===== config.mk =====
export PLATFORM = sky130hd
export DESIGN_NAME = race_status_display
export DESIGN_NICKNAME = d
export VERILOG_FILES = /design/src/rtl/race_status_display.sv
export SDC_FILE = /design/constraint.sdc
export NUM_CORES = 1
export LEC_CHECK = 0
export ABC_AREA = 1
export CORE_MARGIN = 4
export CORE_UTILIZATION = 40
export CTS_BUF_LIST = sky130_fd_sc_hd__clkbuf_4
export DETAILED_ROUTE_END_ITERATION = 8
export PLACE_DENSITY = 0.6
export SLEW_MARGIN = 10
export SYNTH_ARGS = -nofsm -noshare
export SYNTH_HDL_FRONTEND = slang
export SYNTH_SLANG_ARGS = --single-unit

===== constraint.sdc =====
create_clock -name clk -period 2.7 [get_ports clk]
set_clock_uncertainty 0.2 [all_clocks]
set_input_delay 0.675 -clock clk [delete_from_list [all_inputs] [get_ports clk]]
set_output_delay 0.675 -clock clk [all_outputs]
set_load 0.05 [all_outputs]

===== src/rtl/race_status_display.sv =====
// Race status decoder: keeps the SS.cc race timer and drives the 4-digit
// multiplexed 7-segment display from the registered game state.
module race_status_display #(
   parameter int unsigned TICK_DIV  = 1_000_000,
   parameter int unsigned SCAN_DIV  = 100_000,
   parameter int unsigned BLINK_DIV = 50_000_000
) (
   input  logic        clk,
   input  logic        rst,
   input  logic [2:0]  state,
   input  logic [1:0]  countdown_val,
   output logic [3:0]  an,
   output logic [6:0]  seg,
   output logic        dp,
   output logic [15:0] time_bcd,
   output logic        time_valid,
   output logic        overflow,
   output logic        illegal_state
);

   localparam int unsigned TICK_W  = (TICK_DIV  > 1) ? $clog2(TICK_DIV)  : 1;
   localparam int unsigned SCAN_W  = (SCAN_DIV  > 1) ? $clog2(SCAN_DIV)  : 1;
   localparam int unsigned BLINK_W = (BLINK_DIV > 1) ? $clog2(BLINK_DIV) : 1;

   localparam logic [2:0] S_IDLE      = 3'd0;
   localparam logic [2:0] S_SETTING   = 3'd1;
   localparam logic [2:0] S_COUNTDOWN = 3'd3;
   localparam logic [2:0] S_RACING    = 3'd4;
   localparam logic [2:0] S_PAUSE     = 3'd5;
   localparam logic [2:0] S_FINISH    = 3'd6;

   localparam logic [6:0] G_DASH  = 7'b0111111;
   localparam logic [6:0] G_BLANK = 7'h7F;
   localparam logic [6:0] G_E     = 7'b0000110;
   localparam logic [6:0] G_T     = 7'b0000111;
   localparam logic [6:0] G_S     = 7'b0010010;

   function automatic logic [6:0] digit_glyph(input logic [3:0] d);
      case (d)
         4'd0: digit_glyph = 7'b1000000;
         4'd1: digit_glyph = 7'b1111001;
         4'd2: digit_glyph = 7'b0100100;
         4'd3: digit_glyph = 7'b0110000;
         4'd4: digit_glyph = 7'b0011001;
         4'd5: digit_glyph = 7'b0010010;
         4'd6: digit_glyph = 7'b0000010;
         4'd7: digit_glyph = 7'b1111000;
         4'd8: digit_glyph = 7'b0000000;
         4'd9: digit_glyph = 7'b0010000;
         default: digit_glyph = G_BLANK;
      endcase
   endfunction

   // Four-digit BCD increment with ripple carry; caller handles 99.99.
   function automatic logic [15:0] bcd_inc(input logic [15:0] v);
      logic [15:0] r;
      logic        carry;
      r     = v;
      carry = 1'b1;
      for (int i = 0; i < 4; i++) begin
         if (carry) begin
            if (r[4*i +: 4] == 4'd9) begin
               r[4*i +: 4] = 4'd0;
            end else begin
               r[4*i +: 4] = r[4*i +: 4] + 4'd1;
               carry       = 1'b0;
            end
         end
      end
      return r;
   endfunction

   logic [2:0]         st_q, st_prev;
   logic [1:0]         cd_q;
   logic [TICK_W-1:0]  tick_cnt, tick_base;
   logic [BLINK_W-1:0] blink_cnt;
   logic               blink_on;
   logic [SCAN_W-1:0]  scan_cnt;
   logic [1:0]         scan_idx;
   logic               entry, clear_time, racing, tick, show_on;
   logic [3:0]         nib;
   logic [6:0]         seg_c;
   logic               dp_c;

   always_comb begin
      entry      = (st_q != st_prev);
      clear_time = entry && ((st_q == S_IDLE) || (st_q == S_COUNTDOWN));
      racing     = (st_q == S_RACING);
      tick_base  = (entry && (st_prev == S_COUNTDOWN)) ? '0 : tick_cnt;
      tick       = racing && (tick_base == TICK_W'(TICK_DIV - 1));
      show_on    = blink_on || (entry && (st_q == S_PAUSE));
   end

   // Input capture; status flags decode the same registered state.
   always_ff @(posedge clk) begin
      if (rst) begin
         st_q          <= S_IDLE;
         st_prev       <= S_IDLE;
         cd_q          <= 2'd0;
         time_valid    <= 1'b0;
         illegal_state <= 1'b0;
      end else begin
         st_q          <= state;
         st_prev       <= st_q;
         cd_q          <= countdown_val;
         time_valid    <= (state == S_FINISH);
         illegal_state <= (state == 3'd2) || (state == 3'd7);
      end
   end

   // Race timer: prescaler runs only while racing, saturates at 99.99.
   always_ff @(posedge clk) begin
      if (rst || clear_time) begin
         tick_cnt <= '0;
         time_bcd <= 16'h0000;
         overflow <= 1'b0;
      end else if (racing) begin
         tick_cnt <= tick ? '0 : tick_base + TICK_W'(1);
         if (tick) begin
            if (time_bcd == 16'h9999) overflow <= 1'b1;
            else                      time_bcd <= bcd_inc(time_bcd);
         end
      end
   end

   always_ff @(posedge clk) begin
      if (rst) begin
         blink_cnt <= '0;
         blink_on  <= 1'b1;
      end else if (st_q == S_PAUSE) begin
         if (entry) begin
            blink_cnt <= '0;
            blink_on  <= 1'b1;
         end else if (blink_cnt == BLINK_W'(BLINK_DIV - 1)) begin
            blink_cnt <= '0;
            blink_on  <= ~blink_on;
         end else begin
            blink_cnt <= blink_cnt + BLINK_W'(1);
         end
      end
   end

   always_ff @(posedge clk) begin
      if (rst) begin
         scan_cnt <= '0;
         scan_idx <= 2'd0;
      end else if (scan_cnt == SCAN_W'(SCAN_DIV - 1)) begin
         scan_cnt <= '0;
         scan_idx <= scan_idx + 2'd1;
      end else begin
         scan_cnt <= scan_cnt + SCAN_W'(1);
      end
   end

   // Glyph selection for the digit currently being scanned.
   always_comb begin
      seg_c = G_BLANK;
      dp_c  = 1'b1;
      case (scan_idx)
         2'd0:    nib = time_bcd[3:0];
         2'd1:    nib = time_bcd[7:4];
         2'd2:    nib = time_bcd[11:8];
         default: nib = time_bcd[15:12];
      endcase
      case (st_q)
         S_IDLE: seg_c = G_DASH;
         S_SETTING: begin
            case (scan_idx)
               2'd3:    seg_c = G_S;
               2'd2:    seg_c = G_E;
               2'd1:    seg_c = G_T;
               default: seg_c = G_DASH;
            endcase
         end
         S_COUNTDOWN: if (scan_idx == 2'd0) seg_c = digit_glyph({2'b00, cd_q});
         S_RACING, S_FINISH: begin
            seg_c = digit_glyph(nib);
            dp_c  = (scan_idx != 2'd2);
         end
         S_PAUSE: begin
            if (show_on) begin
               seg_c = digit_glyph(nib);
               dp_c  = (scan_idx != 2'd2);
            end
         end
         default: seg_c = (scan_idx == 2'd3) ? G_E : G_DASH;
      endcase
   end

   always_ff @(posedge clk) begin
      if (rst) begin
         an  <= 4'b1111;
         seg <= G_BLANK;
         dp  <= 1'b1;
      end else begin
         an  <= ~(4'b0001 << scan_idx);
         seg <= seg_c;
         dp  <= dp_c;
      end
   end

endmodule


== Word-level counts from Yosys, hierarchy flattened ==
Memories as Yosys holds them, arrays and structs flattened.
Index checks and enable logic that the tools add are counted.

* Word-level logic and storage cells: 113
* Memories kept: 2
* Bits in read-only memories: 224
* Register bits: 105

{| class="wikitable"
|+ Memories
! name !! words !! bits a word !! rd ports !! clocked after memory_dff !! wr ports !! RTL line !! source
|-
| (name not given) || 16 || 7 || 1 || 0 || 0 || 39 || <nowiki>case (d)</nowiki>
|-
| (name not given) || 16 || 7 || 1 || 0 || 0 || 39 ||
|}

* Equality and inequality tests: 25
* Add/subtract/negate cells: 8
* Reduce and logical (&&, ||, !) cells: 20
* Bitwise logic cells: 3
* Muxes and demuxes: 36
* Shifts and indexed selects: 1

{| class="wikitable"
|+ Operators by type and width
! operator !! number
|-
| $mux W26 || 2
|-
| $mux W20 || 2
|-
| $pmux W7 S5 || 1
|-
| $pmux W7 S4 || 1
|-
| $add A26 B1 Y26 const B || 1
|-
| $eq A26 B26 Y1 const B || 1
|-
| $add A20 B1 Y20 const B || 1
|-
| $eq A20 B20 Y1 const B || 1
|-
| $mux W1 || 20
|-
| $pmux W6 S3 || 1
|-
| $add A17 B1 Y17 const B || 1
|-
| $eq A17 B17 Y1 const B || 1
|-
| $add A4 B1 Y4 const B || 4
|-
| $eq A16 B16 Y1 const B || 1
|-
| $eq A4 B4 Y1 const B || 4
|-
| $mux W4 || 4
|-
| $eq A3 B3 Y1 const B || 5
|-
| $mux W7 || 2
|-
| $pmux W4 S3 || 1
|-
| $reduce_and A4 Y1 || 3
|-
| $eq A3 B2 Y1 const B || 3
|-
| $eq A2 B2 Y1 const B || 4
|-
| $mux W6 || 1
|-
| $reduce_and A3 Y1 || 2
|-
| other kinds (16) || 26
|}

== Logic depth before layout (Yosys ltp) ==
* Depth in word-level cells: 19
* Gate-level depth with buffers: 17
* Gate-level depth less buffers: 17

== Least setup slack after synthesis ==
OpenSTA, ideal clock, no wires.

* Path kind: register -> register
* Start point: reg st_q[1]
* End point: reg time_bcd[15]
* Data arrival time: 2.143 ns
* Stages on the path, launching flop included: 14
* Period minus slack after synthesis: 2.456 ns
* Path slack: 0.244 ns
* Setup time: 0.114 ns
* Cells stage by stage: dfxtp_1 > xnor2_1 > nand3_2 > nand2_2 > inv_1 > nor2_1 > ha_1 > nand4_1 > nor2_2 > nand3_2 > nor2_8 > nand3_2 > a21oi_1 > nor2_1

* Cells in the longest elaborated chain, start to end: 6
* Elaborated cells between the ends (all ways): 12
* Those cells by class: 4 x eq/ne; 1 x mux; 7 x reduce/logical

{| class="wikitable"
|+ Ends and longest elaborated chain
! element !! RTL line !! source
|-
| from (decl) || 73 || <nowiki>logic [2:0] st_q, st_prev;</nowiki>
|-
| from (signal assigned) || 103 || <nowiki>st_q <= state;</nowiki>
|-
| $ne A3 B3 Y1 || 86 || <nowiki>entry = (st_q != st_prev);</nowiki>
|-
| $logic_and A1 B1 Y1 || 89 || <nowiki>tick_base = (entry && (st_prev == S_COUNTDOWN)) ? '0 : tick_cnt;</nowiki>
|-
| $mux W20 || 89 ||
|-
| $eq A20 B20 Y1 || 90 || <nowiki>tick = racing && (tick_base == TICK_W'(TICK_DIV - 1));</nowiki>
|-
| $logic_and A1 B1 Y1 || 90 ||
|-
| $reduce_and A4 Y1 (no source line) || - ||
|-
| to (signal assigned) || 121 || <nowiki>else time_bcd <= bcd_inc(time_bcd);</nowiki>
|-
| to (decl) || 15 || <nowiki>output logic [15:0] time_bcd,</nowiki>
|}

Parallel ways exist; a longest one is shown, timed or not.
A chain may end at the register's enable or synchronous reset.

== Worst setup path after layout ==
* Start point: reg time_bcd[5]
* End point: out time_bcd[5]

No word-level cell between the ends.

==> report_table.html <==
<table>
<tr><th>Metric</th><th>Value</th></tr>
<tr><th colspan="2">Run status</th></tr>
<tr><td>Result of the run</td><td>finished clean</td></tr>
<tr><th colspan="2">Timing</th></tr>
<tr><td>Maximum clock rate</td><td>0.382 GHz</td></tr>
<tr><td>Setup TNS Final</td><td>0 ps</td></tr>
<tr><td>Tightest Pin Transition</td><td>562 ps</td></tr>
<tr><td>Hold slack final</td><td>261 ps</td></tr>
<tr><td>Hold Fails Final Rpt</td><td>0</td></tr>
<tr><td>Final setup fails</td><td>0</td></tr>
<tr><td>Number of pins exceeding their max-slew limit in the final report</td><td>0</td></tr>
<tr><td>Normalized max-slew margin</td><td>0.622</td></tr>
<tr><td>Time the worst path needs with I/O delays and setup</td><td>2620 ps</td></tr>
<tr><td>Final worst path period share</td><td>0.969</td></tr>
<tr><th colspan="2">Finish</th></tr>
<tr><td>Fraction of layout instances using a drive strength above 1</td><td>0.0807</td></tr>
<tr><td>Post-layout nets</td><td>946</td></tr>
<tr><td>Fill count</td><td>1461</td></tr>
<tr><td>Syn-to-layout area delta</td><td>15.5%</td></tr>
<tr><th colspan="2">CTS</th></tr>
<tr><td>Clk Latency, worst-skew pair</td><td>490 ps</td></tr>
<tr><td>Root buffer selected by CTS</td><td>sky130_fd_sc_hd__clkbuf_4</td></tr>
<tr><td>TritonCTS buffer count</td><td>9</td></tr>
<tr><td>Maximum number of buffers from clock root to sink</td><td>2</td></tr>
<tr><td>Clock transition time at the flip-flop clock pins of the worst setup and hold paths</td><td>170 ps</td></tr>
<tr><td>CTS HTree Levels</td><td>3</td></tr>
<tr><td>Number of clock sinks</td><td>approximately 110</td></tr>
<tr><td>CTS tree</td><td>yes</td></tr>
<tr><th colspan="2">Die</th></tr>
<tr><td>Floorplan row count</td><td>43</td></tr>
<tr><td>CORE AREA</td><td>0.0139 mm^2</td></tr>
<tr><td>Number of top-level pins</td><td>38</td></tr>
<tr><td>Initial Utilization</td><td>0.412</td></tr>
<tr><td>Width of the die</td><td>128 um</td></tr>
<tr><td>Floorplan die area</td><td>0.0163 mm^2</td></tr>
<tr><td>Die height</td><td>128 um</td></tr>
<tr><th colspan="2">Yosys</th></tr>
<tr><td>Yosys reg bits</td><td>105</td></tr>
<tr><td>Yosys warnings</td><td>0</td></tr>
<tr><td>Syn Nets</td><td>893</td></tr>
<tr><td>Primary FF master, synth</td><td>sky130_fd_sc_hd__dfxtp_1</td></tr>
<tr><td>Post-synthesis instance area</td><td>0.00573 mm^2</td></tr>
<tr><td>Largest area contributor in the netlist</td><td>sky130_fd_sc_hd__dfxtp_1</td></tr>
<tr><td>EDFF count, synth</td><td>0</td></tr>
<tr><td>Part of the Yosys area used for sequential elements</td><td>0.367</td></tr>
<tr><td>Synth async-reset ratio</td><td>0</td></tr>
<tr><td>Area share of the largest cell type after synthesis</td><td>0.367</td></tr>
<tr><td>Avg Inst Size Synth</td><td>6.58 um^2</td></tr>
<tr><td>Netlist cell types</td><td>42</td></tr>
<tr><td>Cell count after synthesis</td><td>872</td></tr>
<tr><td>Top cells by area in the synthesized netlist</td><td>sky130_fd_sc_hd__dfxtp_1 37%, sky130_fd_sc_hd__nand2_1 13%, sky130_fd_sc_hd__nor2_1 9.3%</td></tr>
<tr><th colspan="2">Power</th></tr>
<tr><td>Total power density per cell area</td><td>385 mW/mm^2</td></tr>
<tr><td>Static leakage</td><td>about 2.6 nW</td></tr>
<tr><td>Maximum vdd drop</td><td>roughly 0.31 mV</td></tr>
<tr><th colspan="2">Drt</th></tr>
<tr><td>Routed via count</td><td>around 5400</td></tr>
<tr><td>Post-route DRC violation count</td><td>0</td></tr>
<tr><td>Routed WL</td><td>13.3 mm</td></tr>
<tr><td>Remaining number of nets flagged by the antenna check after routing</td><td>0</td></tr>
<tr><td>Violation count after the first detailed-routing iteration</td><td>360</td></tr>
<tr><td>Detailed-route wire length per cell</td><td>12.0 um</td></tr>
<tr><td>Routed via count divided by cell count</td><td>4.88</td></tr>
<tr><td>Detailed Routing Iterations Pass 1</td><td>6</td></tr>
<tr><th colspan="2">Placement</th></tr>
<tr><td>Buffers on Ports</td><td>37</td></tr>
<tr><td>Gpl congestion</td><td>approximately 0.8</td></tr>
<tr><td>Hpwl dp</td><td>just under 10 mm</td></tr>
<tr><th colspan="2">Worst setup path</th></tr>
<tr><td>Ordered cell list for the critical path</td><td>clkdlybuf4s50_1</td></tr>
<tr><td>Reg2Reg Setup Slack</td><td>220 ps</td></tr>
<tr><td>Critical Setup Path Class</td><td>register to output pin</td></tr>
<tr><td>Destination of the worst register-to-register timing path</td><td>time_bcd[4]</td></tr>
<tr><td>Bufs and invs on worst path</td><td>1</td></tr>
<tr><td>Element type at the critical path start</td><td>register</td></tr>
<tr><td>Family with the most delay on the worst path</td><td>buffers and inverters</td></tr>
<tr><td>R2R depth</td><td>12</td></tr>
<tr><td>Cell with the largest stage delay on the worst path</td><td>sky130_fd_sc_hd__clkdlybuf4s50_1</td></tr>
<tr><td>Arrival time reported for the critical path endpoint</td><td>1740 ps</td></tr>
<tr><td>Largest stage delay on the critical path</td><td>830 ps</td></tr>
<tr><td>Largest fanout on the critical path</td><td>4</td></tr>
<tr><td>Reg2reg start</td><td>st_q[1]</td></tr>
<tr><td>Critical Path End Type</td><td>output pin</td></tr>
<tr><td>Required arrival time at the worst endpoint</td><td>1820 ps</td></tr>
<tr><th colspan="2">Min path</th></tr>
<tr><td>Cell count of the worst hold path</td><td>1</td></tr>
<tr><td>Hold path startpoint</td><td>scan_cnt[0]</td></tr>
<tr><td>Destination of the worst hold path</td><td>scan_cnt[0]</td></tr>
<tr><td>Tightest Hold Check Type</td><td>register to register</td></tr>
<tr><th colspan="2">Global route</th></tr>
<tr><td>Number of antenna violations at the first check in global routing</td><td>1</td></tr>
<tr><td>Global-route usage over all layers</td><td>0.168</td></tr>
<tr><td>First-pass GRT wire length</td><td>22.8 mm</td></tr>
<tr><td>Global-route met3 utilization</td><td>0.0475</td></tr>
<tr><td>Fraction of met1 tracks used by global routing</td><td>0.230</td></tr>
<tr><td>Total congestion overflow after global routing</td><td>0</td></tr>
<tr><td>Largest net degree at the start of global routing</td><td>40</td></tr>
<tr><td>Met2 Track Usage GR</td><td>0.269</td></tr>
<tr><td>Most utilized layer in the global route result</td><td>met2</td></tr>
<tr><td>Vias in the first global route</td><td>slightly below 5000</td></tr>
<tr><th colspan="2">Run</th></tr>
<tr><td>Max Cap Viol</td><td>0</td></tr>
</table>
-- per-stage QoR --
| step | util | power, mW | setup slack [ps] | cell area, um^2 | instances |
|---|---|---|---|---|---|
| floorplan | - | 1.74 | 244 | 5730 | 872 |
| global placement | 0.460 | 1.83 | 74.9 | 6400 | 1091 |
| global route | 0.475 | 2.69 | -17.2 | 6630 | 1111 |
| CTS | 0.467 | 2.60 | 1.72 | 6510 | 1106 |
| detailed placement | 0.460 | 1.83 | 102 | 6400 | 1091 |
| finish | 0.475 | 2.55 | 84.8 | 6630 | 1111 |
-- flip-flops by register name (all words and copies together), names as in the netlist, 2 cells and up --
signal,flops
an,4
seg,7
st_prev,3
st_q,3
cd_q,2
scan_idx,2
time_bcd,16
blink_cnt,26
tick_cnt,20
scan_cnt,17
-- cells in the final DEF (no fill, tap or decap), types with 7 or more instances in the layout --
cell / instances
sky130_fd_sc_hd__nand2_1: 193
sky130_fd_sc_hd__nor2_1: 137
sky130_fd_sc_hd__inv_1: 108
sky130_fd_sc_hd__dfxtp_1: 102
sky130_fd_sc_hd__nand3_1: 79
sky130_fd_sc_hd__a21oi_1: 54
sky130_fd_sc_hd__o21ai_0: 33
sky130_fd_sc_hd__nor3_1: 28
sky130_fd_sc_hd__clkdlybuf4s50_1: 26
sky130_fd_sc_hd__buf_4: 17
sky130_fd_sc_hd__nand4_1: 13
sky130_fd_sc_hd__ha_1: 13
sky130_fd_sc_hd__clkbuf_4: 10
sky130_fd_sc_hd__xor2_1: 9
sky130_fd_sc_hd__or2_2: 7
sky130_fd_sc_hd__dlymetal6s2s_1: 7
-- routing by layer --
layer | up-vias | wire, um
li1 | 2932 | -
met1 | 2395 | 6790
met2 | 81 | 5900
met3 | 10 | 533
met4 | 0 | 128
met5 | - | 0
-- cell families (layout without fill, tap and decap cells) --
kind of cell | count (synthesis) | in the layout | synth area share
and+or+nand+nor | 496 | 497 | 0.383
buffers and inverters | 129 | 185 | 0.0890
AOI/OAI and AO/OA | 113 | 113 | 0.108
DFF | 105 | 105 | 0.367
xor gates and xnor gates | 15 | 15 | 0.0229
adders and majority gates | 14 | 14 | 0.0305
other | 0 | 2 | 0
-- synth_stat cells, types with 6 or more instances --
| cell | n |
|---|---|
| sky130_fd_sc_hd__nand3b_1 | 6 |
| sky130_fd_sc_hd__dfxtp_1 | 105 |
| sky130_fd_sc_hd__inv_1 | 108 |
| sky130_fd_sc_hd__nand3_1 | 79 |
| sky130_fd_sc_hd__nand4_1 | 13 |
| sky130_fd_sc_hd__xor2_1 | 9 |
| sky130_fd_sc_hd__nand2_1 | 194 |
| sky130_fd_sc_hd__a21oi_1 | 55 |
| sky130_fd_sc_hd__or2_2 | 7 |
| sky130_fd_sc_hd__o22ai_1 | 7 |
| sky130_fd_sc_hd__xnor2_1 | 6 |
| sky130_fd_sc_hd__nor2_1 | 142 |
| sky130_fd_sc_hd__ha_1 | 14 |
| sky130_fd_sc_hd__nor3_1 | 28 |
| sky130_fd_sc_hd__o21ai_0 | 34 |
| sky130_fd_sc_hd__clkbuf_1 | 9 |
-- repair_timing --
| item | CTS | global route |
|---|---|---|
| gates resized for setup | 4 | 26 |
| gates cloned | 0 | 1 |
| endpoints found under the setup margin | 4 | 42 |
| setup buffers | 0 | 2 |
| pin swaps | 0 | 2 |
| hold buffers | 0 | 0 |
-- report_power, final --
part | switching (mW) | internal [mW] | total (mW)
Sequential | 0.0123 | 1.57 | 1.58
Combinational | 0.138 | 0.0728 | 0.211
Clock | 0.551 | 0.206 | 0.756
-- final cells by class --
| class | instances | area, um^2 | share of cell area |
|---|---|---|---|
| multi-input combinational | 639 | 3190 | 0.481 |
| sequential | 105 | 2110 | 0.318 |
| timing repair buffer | 57 | 562 | 0.0848 |
| inverter | 113 | 424 | 0.0640 |
| tap | 180 | 225 | 0.0340 |
| clock buffer | 10 | 75.1 | 0.0113 |
| clock inverter | 5 | 38.8 | 0.00585 |
| antenna | 2 | 5.00 | 0.000755 |
-- worst max path at each step --
stage / cells after the start / slack, ps / startpoint / end
after detailed placement: 13 / 100 / st_q[1] / time_bcd[1]
after global routing: 13 / -20 / st_q[1] / time_bcd[1]
after floorplan: 13 / 240 / st_q[1] / time_bcd[15]
final: 1 / 80 / time_bcd[5] / time_bcd[5]
after global placement: 11 / 70 / scan_idx[0] / seg[6]
after CTS: 1 / 2 / time_bcd[13] / time_bcd[13]
(Power assumes the default switching activity.)
